File: src/rtl/bin_to_bcd_seq_pkg.sv
// Shared types and constants for the sequential binary-to-BCD converter.
package bin_to_bcd_seq_pkg;

  typedef logic [3:0] bcd_digit_t;

  typedef enum logic [1:0] {
    StIdle,
    StShift,
    StDone
  } state_e;

  localparam bcd_digit_t BCD_ADJ_THRESH = 4'd5;
  localparam bcd_digit_t BCD_ADJ_ADD    = 4'd3;

endpackage

File: src/rtl/bin_to_bcd_seq_if.sv
// Start/busy/done handshake and result bus between calculator datapath and converter.
interface bin_to_bcd_seq_if #(
  parameter int unsigned IN_W   = 16,
  parameter int unsigned DIGITS = 5
);

  logic                  start;
  logic [IN_W-1:0]       value;
  logic                  busy;
  logic                  done;
  logic [4*DIGITS-1:0]   bcd;
  logic                  neg;
  logic                  ovf;

  modport master (
    output start, value,
    input  busy, done, bcd, neg, ovf
  );

  modport slave (
    input  start, value,
    output busy, done, bcd, neg, ovf
  );

endinterface

File: src/rtl/bcd_digit_adj.sv
// Double-dabble digit correction: add 3 to a BCD digit of 5 or more before the shift.
module bcd_digit_adj
  import bin_to_bcd_seq_pkg::*;
(
  input  bcd_digit_t digit_i,
  output bcd_digit_t digit_o
);

  always_comb begin
    digit_o = digit_i;
    if (digit_i >= BCD_ADJ_THRESH) begin
      digit_o = digit_i + BCD_ADJ_ADD;
    end
  end

endmodule

File: src/rtl/bin_to_bcd_seq.sv
// Sequential double-dabble converter, one input bit per clock, feeding the seven-segment
// decoders with packed BCD digits plus a sign flag.
module bin_to_bcd_seq
  import bin_to_bcd_seq_pkg::*;
#(
  parameter int unsigned IN_W   = 16,
  parameter int unsigned DIGITS = 5,
  parameter bit          SIGNED = 1'b1
) (
  input  logic            clk,
  input  logic            rst,
  bin_to_bcd_seq_if.slave conv
);

  localparam int unsigned CntW = $clog2(IN_W + 1);
  localparam int unsigned BcdW = 4 * DIGITS;

  state_e            state_q, state_d;
  logic [IN_W-1:0]   mag_q, mag_d;
  logic [BcdW-1:0]   acc_q, acc_d;
  logic [CntW-1:0]   cnt_q, cnt_d;
  logic              neg_pend_q, neg_pend_d;
  logic              ovf_pend_q, ovf_pend_d;
  logic [BcdW-1:0]   bcd_q, bcd_d;
  logic              neg_q, neg_d;
  logic              ovf_q, ovf_d;

  logic [BcdW-1:0]   acc_adj;
  logic [BcdW-1:0]   acc_shift;
  logic              ovf_shift;
  logic              last_iter;

  for (genvar g = 0; g < DIGITS; g++) begin : gen_adj
    bcd_digit_adj u_adj (
      .digit_i (acc_q[4*g +: 4]),
      .digit_o (acc_adj[4*g +: 4])
    );
  end

  // The bit leaving the top digit is the overflow carry; magnitude MSB enters digit 0.
  assign {ovf_shift, acc_shift} = {acc_adj, mag_q[IN_W-1]};
  assign last_iter = (cnt_q == CntW'(1));

  always_ff @(posedge clk or posedge rst) begin
    if (rst) begin
      state_q <= StIdle;
    end else begin
      state_q <= state_d;
    end
  end

  always_comb begin
    state_d = state_q;
    unique case (state_q)
      StIdle:  if (conv.start) state_d = StShift;
      StShift: if (last_iter)  state_d = StDone;
      StDone:  state_d = StIdle;
      default: state_d = StIdle;
    endcase
  end

  always_comb begin
    conv.busy = (state_q != StIdle);
    conv.done = (state_q == StDone);
  end

  assign conv.bcd = bcd_q;
  assign conv.neg = neg_q;
  assign conv.ovf = ovf_q;

  always_comb begin
    mag_d      = mag_q;
    acc_d      = acc_q;
    cnt_d      = cnt_q;
    neg_pend_d = neg_pend_q;
    ovf_pend_d = ovf_pend_q;
    bcd_d      = bcd_q;
    neg_d      = neg_q;
    ovf_d      = ovf_q;
    unique case (state_q)
      StIdle: begin
        if (conv.start) begin
          neg_pend_d = SIGNED && conv.value[IN_W-1];
          // Negation is taken IN_W bits wide, so the most negative value maps to 2^(IN_W-1).
          mag_d      = neg_pend_d ? ((~conv.value) + {{(IN_W-1){1'b0}}, 1'b1}) : conv.value;
          acc_d      = '0;
          cnt_d      = CntW'(IN_W);
          ovf_pend_d = 1'b0;
        end
      end
      StShift: begin
        acc_d      = acc_shift;
        mag_d      = {mag_q[IN_W-2:0], 1'b0};
        ovf_pend_d = ovf_pend_q | ovf_shift;
        cnt_d      = cnt_q - CntW'(1);
        // Results are published on entry to StDone so they hold steady between conversions.
        if (last_iter) begin
          bcd_d = acc_shift;
          neg_d = neg_pend_q;
          ovf_d = ovf_pend_q | ovf_shift;
        end
      end
      default: ;
    endcase
  end

  always_ff @(posedge clk or posedge rst) begin
    if (rst) begin
      mag_q      <= '0;
      acc_q      <= '0;
      cnt_q      <= '0;
      neg_pend_q <= 1'b0;
      ovf_pend_q <= 1'b0;
      bcd_q      <= '0;
      neg_q      <= 1'b0;
      ovf_q      <= 1'b0;
    end else begin
      mag_q      <= mag_d;
      acc_q      <= acc_d;
      cnt_q      <= cnt_d;
      neg_pend_q <= neg_pend_d;
      ovf_pend_q <= ovf_pend_d;
      bcd_q      <= bcd_d;
      neg_q      <= neg_d;
      ovf_q      <= ovf_d;
    end
  end

endmodule

File: src/flat_wrapper.sv
// flat-port wrapper written by rule: the top's interface ports become plain ports
module bin_to_bcd_seq_flat import bin_to_bcd_seq_pkg::*;
#(
  parameter int unsigned IN_W   = 16,
  parameter int unsigned DIGITS = 5,
  parameter bit          SIGNED = 1'b1
)
  (clk, rst, conv_start, conv_value, conv_busy, conv_done, conv_bcd, conv_neg, conv_ovf);
  bin_to_bcd_seq_if #(.IN_W(IN_W), .DIGITS(DIGITS)) conv_i ();
  input  logic clk;
  input  logic rst;
  input wire logic [$bits(conv_i.start)-1:0] conv_start;
  input wire logic [$bits(conv_i.value)-1:0] conv_value;
  output wire logic [$bits(conv_i.busy)-1:0] conv_busy;
  output wire logic [$bits(conv_i.done)-1:0] conv_done;
  output wire logic [$bits(conv_i.bcd)-1:0] conv_bcd;
  output wire logic [$bits(conv_i.neg)-1:0] conv_neg;
  output wire logic [$bits(conv_i.ovf)-1:0] conv_ovf;
  assign conv_i.start = conv_start;
  assign conv_i.value = conv_value;
  assign conv_busy = conv_i.busy;
  assign conv_done = conv_i.done;
  assign conv_bcd = conv_i.bcd;
  assign conv_neg = conv_i.neg;
  assign conv_ovf = conv_i.ovf;
  bin_to_bcd_seq #(.IN_W(IN_W), .DIGITS(DIGITS), .SIGNED(SIGNED)) u_core (.clk(clk), .rst(rst), .conv(conv_i));
endmodule
File: config.mk
export PLATFORM = sky130hd
export DESIGN_NAME = bin_to_bcd_seq_flat
export DESIGN_NICKNAME = d
export VERILOG_FILES = /design/src/rtl/bin_to_bcd_seq_pkg.sv /design/src/rtl/bin_to_bcd_seq_if.sv /design/src/rtl/bcd_digit_adj.sv /design/src/rtl/bin_to_bcd_seq.sv /design/src/flat_wrapper.sv
export SDC_FILE = /design/constraint.sdc
export NUM_CORES = 1
export LEC_CHECK = 0
export CAP_MARGIN = 20
export CORE_MARGIN = 10
export CORE_UTILIZATION = 40
export DETAILED_ROUTE_END_ITERATION = 12
export GPL_TIMING_DRIVEN = 0
export PLACE_DENSITY = 0.74
export SLEW_MARGIN = 20
export SYNTH_ARGS = -nofsm -noshare
export SYNTH_HDL_FRONTEND = slang
export SYNTH_SLANG_ARGS = --single-unit
File: constraint.sdc
create_clock -name clk -period 2.05 [get_ports clk]
set_input_delay 0.41 -clock clk [delete_from_list [all_inputs] [get_ports clk]]
set_output_delay 0.41 -clock clk [all_outputs]
set_load 0.05 [all_outputs]
Word-level counts from Yosys, hierarchy flattened
Index checks and enable logic that the tools add are counted.
{"block": "op_classes", "eq_ne": 5, "add_sub_neg": 7, "mux": 17, "bitwise_logic": 2, "reduce_logical": 7, "n_lt_le_gt_ge": 5}
{"operator": "one-hot mux 20 bit (2 select lines)", "n": 1}
{"operator": "two-way mux 16 bit", "n": 2}
{"operator": "one-hot mux 16 bit (2 select lines)", "n": 1}
{"operator": "adder 4 x 2 -> 4 bit (second input constant)", "n": 5}
{"operator": "greater-or-equal comparator 4 x 3 -> 1 bit (second input constant)", "n": 5}
{"operator": "two-way mux 20 bit", "n": 1}
{"operator": "two-way mux 4 bit", "n": 5}
{"operator": "adder 16 x 1 -> 16 bit (second input constant)", "n": 1}
{"operator": "NOT 16 bit", "n": 1}
{"operator": "one-hot mux 5 bit (2 select lines)", "n": 1}
{"operator": "AND reduction 2 bit", "n": 4}
{"operator": "== test 5 x 1 -> 1 bit (second input constant)", "n": 1}
{"operator": "two-way mux 5 bit", "n": 1}
{"operator": "subtractor 5 x 1 -> 5 bit (second input constant)", "n": 1}
{"operator": "two-way mux 2 bit", "n": 2}
{"operator": "one-hot mux 2 bit (2 select lines)", "n": 1}
{"operator": "nonzero test 2 bit", "n": 2}
{"operator": "== test 2 x 1 -> 1 bit (second input constant)", "n": 1}
{"operator": "== test 2 bit (second input constant)", "n": 1}
{"operator": "zero test 2 bit", "n": 1}
{"operator": "!= test 2 x 1 -> 1 bit (second input constant)", "n": 1}
{"operator": "!= test 2 bit (second input constant)", "n": 1}
{"operator": "one-hot mux 1 bit (2 select lines)", "n": 1}
{"operator": "two-way mux 1 bit", "n": 1}
{"operator": "bitwise OR 1 bit", "n": 1}
{"block": "word_totals", "register_bits": 67, "word_cells": 52, "out_inout_bits": 24}

Depth between registers and ports, before layout
{"block": "depth", "ltp_word": 5, "mapped_depth": 8, "depth_no_buf": 7}

Cells and area by module
A second synthesis with hierarchy kept.
{"block": "unflattened", "cells_unflattened": 367, "hier_area_um2": 3569.7}
{"module": "bin_to_bcd_seq", "instances": 1, "cells_each": 287, "area_each_um2": 3062.9}
{"module": "bcd_digit_adj", "instances": 5, "cells_each": 16, "area_each_um2": 101.3}

Worst setup path before layout
No wires, ideal clock.
{"block": "synth_timing", "kind": "input port to flip-flop", "startpoint": "input port conv_value[0]", "endpoint": "register u_core.mag_q[12]", "required_time_ns": 1.915, "n_path_buf": 1, "setup_ns": 0.135, "path_slack_ns": 0.159, "path_stages": 7, "arrival_time_ns": 1.755, "path_cell_list": "inv_1 -> ha_1 -> or3b_2 -> clkbuf_1 -> o41ai_1 -> xor2_1 -> o21ai_0"}
{"block": "synth_via", "elab_chain_len": 5}
{"element": "start: declaration", "line_no": "flat_wrapper.sv:13", "text": "input wire logic [$bits(conv_i.value)-1:0] conv_value;"}
{"element": "NOT 16 bit", "line_no": "bin_to_bcd_seq.sv:85", "text": "mag_d = neg_pend_d ? ((~conv.value) + {{(IN_W-1){1'b0}}, 1'b1}) : conv.value;"}
{"element": "adder 16 x 1 -> 16 bit", "line_no": "bin_to_bcd_seq.sv:85"}
{"element": "two-way mux 16 bit", "line_no": "bin_to_bcd_seq.sv:85"}
{"element": "two-way mux 16 bit", "line_no": "bin_to_bcd_seq.sv:82", "text": "if (conv.start) begin"}
{"element": "one-hot mux 16 bit (2 select lines)", "line_no": "bin_to_bcd_seq.sv:80", "text": "unique case (state_q)"}
{"element": "end signal: assignment", "line_no": "bin_to_bcd_seq.sv:118", "text": "mag_q <= mag_d;"}
{"element": "end: declaration", "line_no": "bin_to_bcd_seq.sv:19", "text": "logic [IN_W-1:0] mag_q, mag_d;"}
No other way between the ends. The select of a mux whose other input is x is not followed.
A chain may end at the register's enable or synchronous reset.

Worst setup path after layout
{"block": "layout_timing", "startpoint": "register u_core.bcd_q[3], in the netlist u_core.conv.bcd[3]", "endpoint": "output port conv_bcd[3]"}
{"element": "start: declaration", "line_no": "bin_to_bcd_seq.sv:24", "text": "logic [BcdW-1:0] bcd_q, bcd_d;"}
{"element": "start signal: assignment", "line_no": "bin_to_bcd_seq.sv:114", "text": "bcd_q <= '0;"}
{"element": "start signal: assignment", "line_no": "bin_to_bcd_seq.sv:123", "text": "bcd_q <= bcd_d;"}
{"element": "end: declaration", "line_no": "flat_wrapper.sv:16", "text": "output wire logic [$bits(conv_i.bcd)-1:0] conv_bcd;"}
No word-level cell between the ends.

==> flow_metrics.env <==
export IMPL_start_util=0.412
export IMPL_synth_area_um2=3390
export IMPL_cts_buffers=9
export IMPL_relSlewSlack=0.409
export IMPL_crit_chain="clkdlybuf4s50_1"
export IMPL_dr_pass1_iters=4
export IMPL_rows=33
export IMPL_finalHoldViolations=0
export IMPL_first_iter_violations=131
export IMPL_reg2reg_from="u_core.state_q[1]$_DFFE_PP0P_"
export IMPL_r2r_end="u_core.conv.bcd[4]$_DFFE_PP0P_"
export IMPL_cts_sinks=67
export IMPL_placed_cells=504
export IMPL_syn_nets=387
export IMPL_yosysWarningCount=0
export IMPL_antenna_found_initial=0
export IMPL_status="complete, no violations"
export IMPL_layout_common_cells="67 x dfrtp_1, 59 x o21ai_0, 42 x nand2_1, 39 x clkdlybuf4s50_1, 17 x a21oi_1"
export IMPL_worstSetupPathType="reg2out"
export IMPL_critPathRequiredTime_ns=1.64
export IMPL_clkTransAtPathRegs_ns=0.07
export IMPL_worst_setup_path_end_kind="output pin"
export IMPL_clockRootBuffer="clkbuf_8"
export IMPL_max_clock_freq_mhz=508
export IMPL_grt_pass1_wl_um=13400
export IMPL_grt_overflow=0
export IMPL_drcViolationCount=0
export IMPL_cap_violations=0
export IMPL_yosysSeqAreaShare=0.495
export IMPL_port_buffers=42
export IMPL_die_h_um=112
export IMPL_grt_max_degree=29
export IMPL_worstSetupStartpointType="flop"
export IMPL_fin_cells=513
export IMPL_core_um2=8220
export IMPL_utilization=0.511
export IMPL_r2r_slack_ns=0.22
export IMPL_setup_viol=0
export IMPL_fin_nets=437
export IMPL_ant_nets=0
export IMPL_drive_gt1_frac=0.113
export IMPL_drv_slew=0
export IMPL_dieWidth_um=112
export IMPL_grt_use_total=0.127
export IMPL_dieArea_um2=12500
export IMPL_cts_tree="done"
export IMPL_min_period_ns=1.97
export IMPL_p_leak_uw=0.00179
export IMPL_gp_congestion=0.813
export IMPL_critical_path_top_delay_family="buffers and inverters"
export IMPL_worst_path_max_fanout=2
export IMPL_final_common_cell="dfrtp_1"
export IMPL_ys_types=33
export IMPL_finalCritPeriodShare=0.961
export IMPL_synth_seq_cells=67
export IMPL_finalClockSkew_ns=0.00773
export IMPL_critPathMaxStageDelay_ns=0.84
export IMPL_powerDensity_nw_per_um2=1600
export IMPL_grt_pass1_vias=2858
export IMPL_hp_class="in2async"
export IMPL_total_power_uw=6700
export IMPL_tightest_slew_ns=0.884
export IMPL_cts_hold_buffers=0
export IMPL_peakVddDrop_mv=0.713
export IMPL_critPathBufInv=1
export IMPL_cp_arrival_ns=1.56
export IMPL_layout_setup_ws_ns=0.0802
export IMPL_ios=43
export IMPL_syn_area_per_cell_um2=9.54
export IMPL_dr_total_vias=2776
export IMPL_viasPerCell=5.41
export IMPL_syn_inst=355
export IMPL_wl_per_cell_um=15.5
export IMPL_cts_buffer_depth=2
export IMPL_drt_total_wl_um=7960
export IMPL_h_tree_depth=3
export IMPL_crit_slowest_cell="clkdlybuf4s50_1"
export IMPL_post_cts_buffers=0
export IMPL_whs_ns=0.437
export IMPL_syn_to_final_growth_pct=23.9
export IMPL_worst_r2r_path_depth=6
export IMPL_n_antenna_cell=0
export IMPL_pre_cts_slack_ns=-0.490
export IMPL_clock_latency_ns=0.34
export IMPL_post_dp_hpwl_um=6040
export IMPL_rsz0062_at_grt="false"
## worst max-delay path by stage
stage / from / end / slack (ns) / cells after the start
after floorplan: conv_value[0] / u_core.mag_q[12]$_DFFE_PP0P_ / 0.16 / 7
after global placement: conv_value[0] / u_core.mag_q[14]$_DFFE_PP0P_ / -0.46 / 8
after detailed placement: conv_value[0] / u_core.mag_q[12]$_DFFE_PP0P_ / -0.49 / 8
after CTS: conv_value[1] / u_core.mag_q[15]$_DFFE_PP0P_ / 0.002 / 4
after global routing: u_core.conv.bcd[3]$_DFFE_PP0P_ / conv_bcd[3] / 0.01 / 1
final: u_core.conv.bcd[3]$_DFFE_PP0P_ / conv_bcd[3] / 0.08 / 1
## stage by stage
stage | TNS, ns | area, µm²
after floorplan | 0 | 3390
after CTS | 0 | 4180
after global routing | 0 | 4200
final | 0 | 4200
after detailed placement | -7.48 | 3990
after global placement | -6.26 | 3940
## flip-flops by register name, indices dropped and copies added (netlist names)
name and cells:
u_core.conv.ovf 1, u_core.cnt_q 5, u_core.ovf_pend_q 1, u_core.mag_q 16, u_core.acc_q 20, u_core.conv.neg 1, u_core.conv.bcd 20, u_core.neg_pend_q 1
u_core.state_q 2
## power by group
group,total [µW],internal [µW],switching (µW)
clock,1040,578,464
sequential,2340,1920,421
combinational,3320,1230,2080
total,6700,3730,2970
## what timing repair did
item,in CTS,in global routing
gates resized for setup,10,9
pin swaps,0,2
setup endpoints to repair,10,20
## final cells by class
class	instances	area [µm²]
Buffer	15	65.1
Clock buffer	11	141
Clock inverter	3	40.0
Fill cell	756	4020
Inverter	16	63.8
Multi-Input combinational cell	252	1600
Sequential cell	67	1680
Tap cell	105	131
Timing Repair Buffer	44	473
## synthesized netlist by cell type
cell | n | area (µm²)
and3_1 | 3 | 18.8
o41ai_1 | 4 | 35.0
o31ai_1 | 6 | 45.0
buf_2 | 2 | 10.0
a31oi_1 | 5 | 31.3
or4_1 | 3 | 22.5
o21ai_1 | 1 | 5.00
nor4b_1 | 1 | 8.76
dfrtp_1 | 67 | 1680
nor2_1 | 9 | 33.8
a221oi_1 | 1 | 8.76
xnor2_1 | 6 | 52.6
or3b_2 | 6 | 52.6
nand2b_1 | 7 | 43.8
nor3b_1 | 6 | 45.0
nor2b_1 | 6 | 37.5
inv_1 | 16 | 60.1
nand3_1 | 7 | 35.0
a2bb2oi_1 | 1 | 8.76
or3_1 | 3 | 18.8
a22oi_1 | 9 | 67.6
clkbuf_1 | 18 | 67.6
or4_4 | 2 | 22.5
o21ai_0 | 59 | 295
o22ai_1 | 8 | 50.1
mux2_2 | 5 | 56.3
or2_2 | 4 | 25.0
nand2_1 | 42 | 158
a21oi_1 | 17 | 85.1
xor2_1 | 12 | 105
o41ai_2 | 1 | 16.3
ha_1 | 13 | 163
nor3_1 | 5 | 25.0
## logic make-up after synthesis
| logic type | after synthesis | share of synthesized area |
|---|---|---|
| compound gates | 112 | 0.191 |
| simple gates | 104 | 0.161 |
| flops | 67 | 0.495 |
| buf+inv | 36 | 0.0406 |
| xor+xnor | 18 | 0.0466 |
| fa+ha+maj | 13 | 0.0480 |
| mux | 5 | 0.0166 |
## routing by layer
layer | wire length, µm | GRT usage
met2 | 3920 | 0.216
met1 | 3510 | 0.149
met4 | 46 | 0.0279
met5 | 0 | 0
met3 | 481 | 0.0462
(Power assumes the default switching activity.)
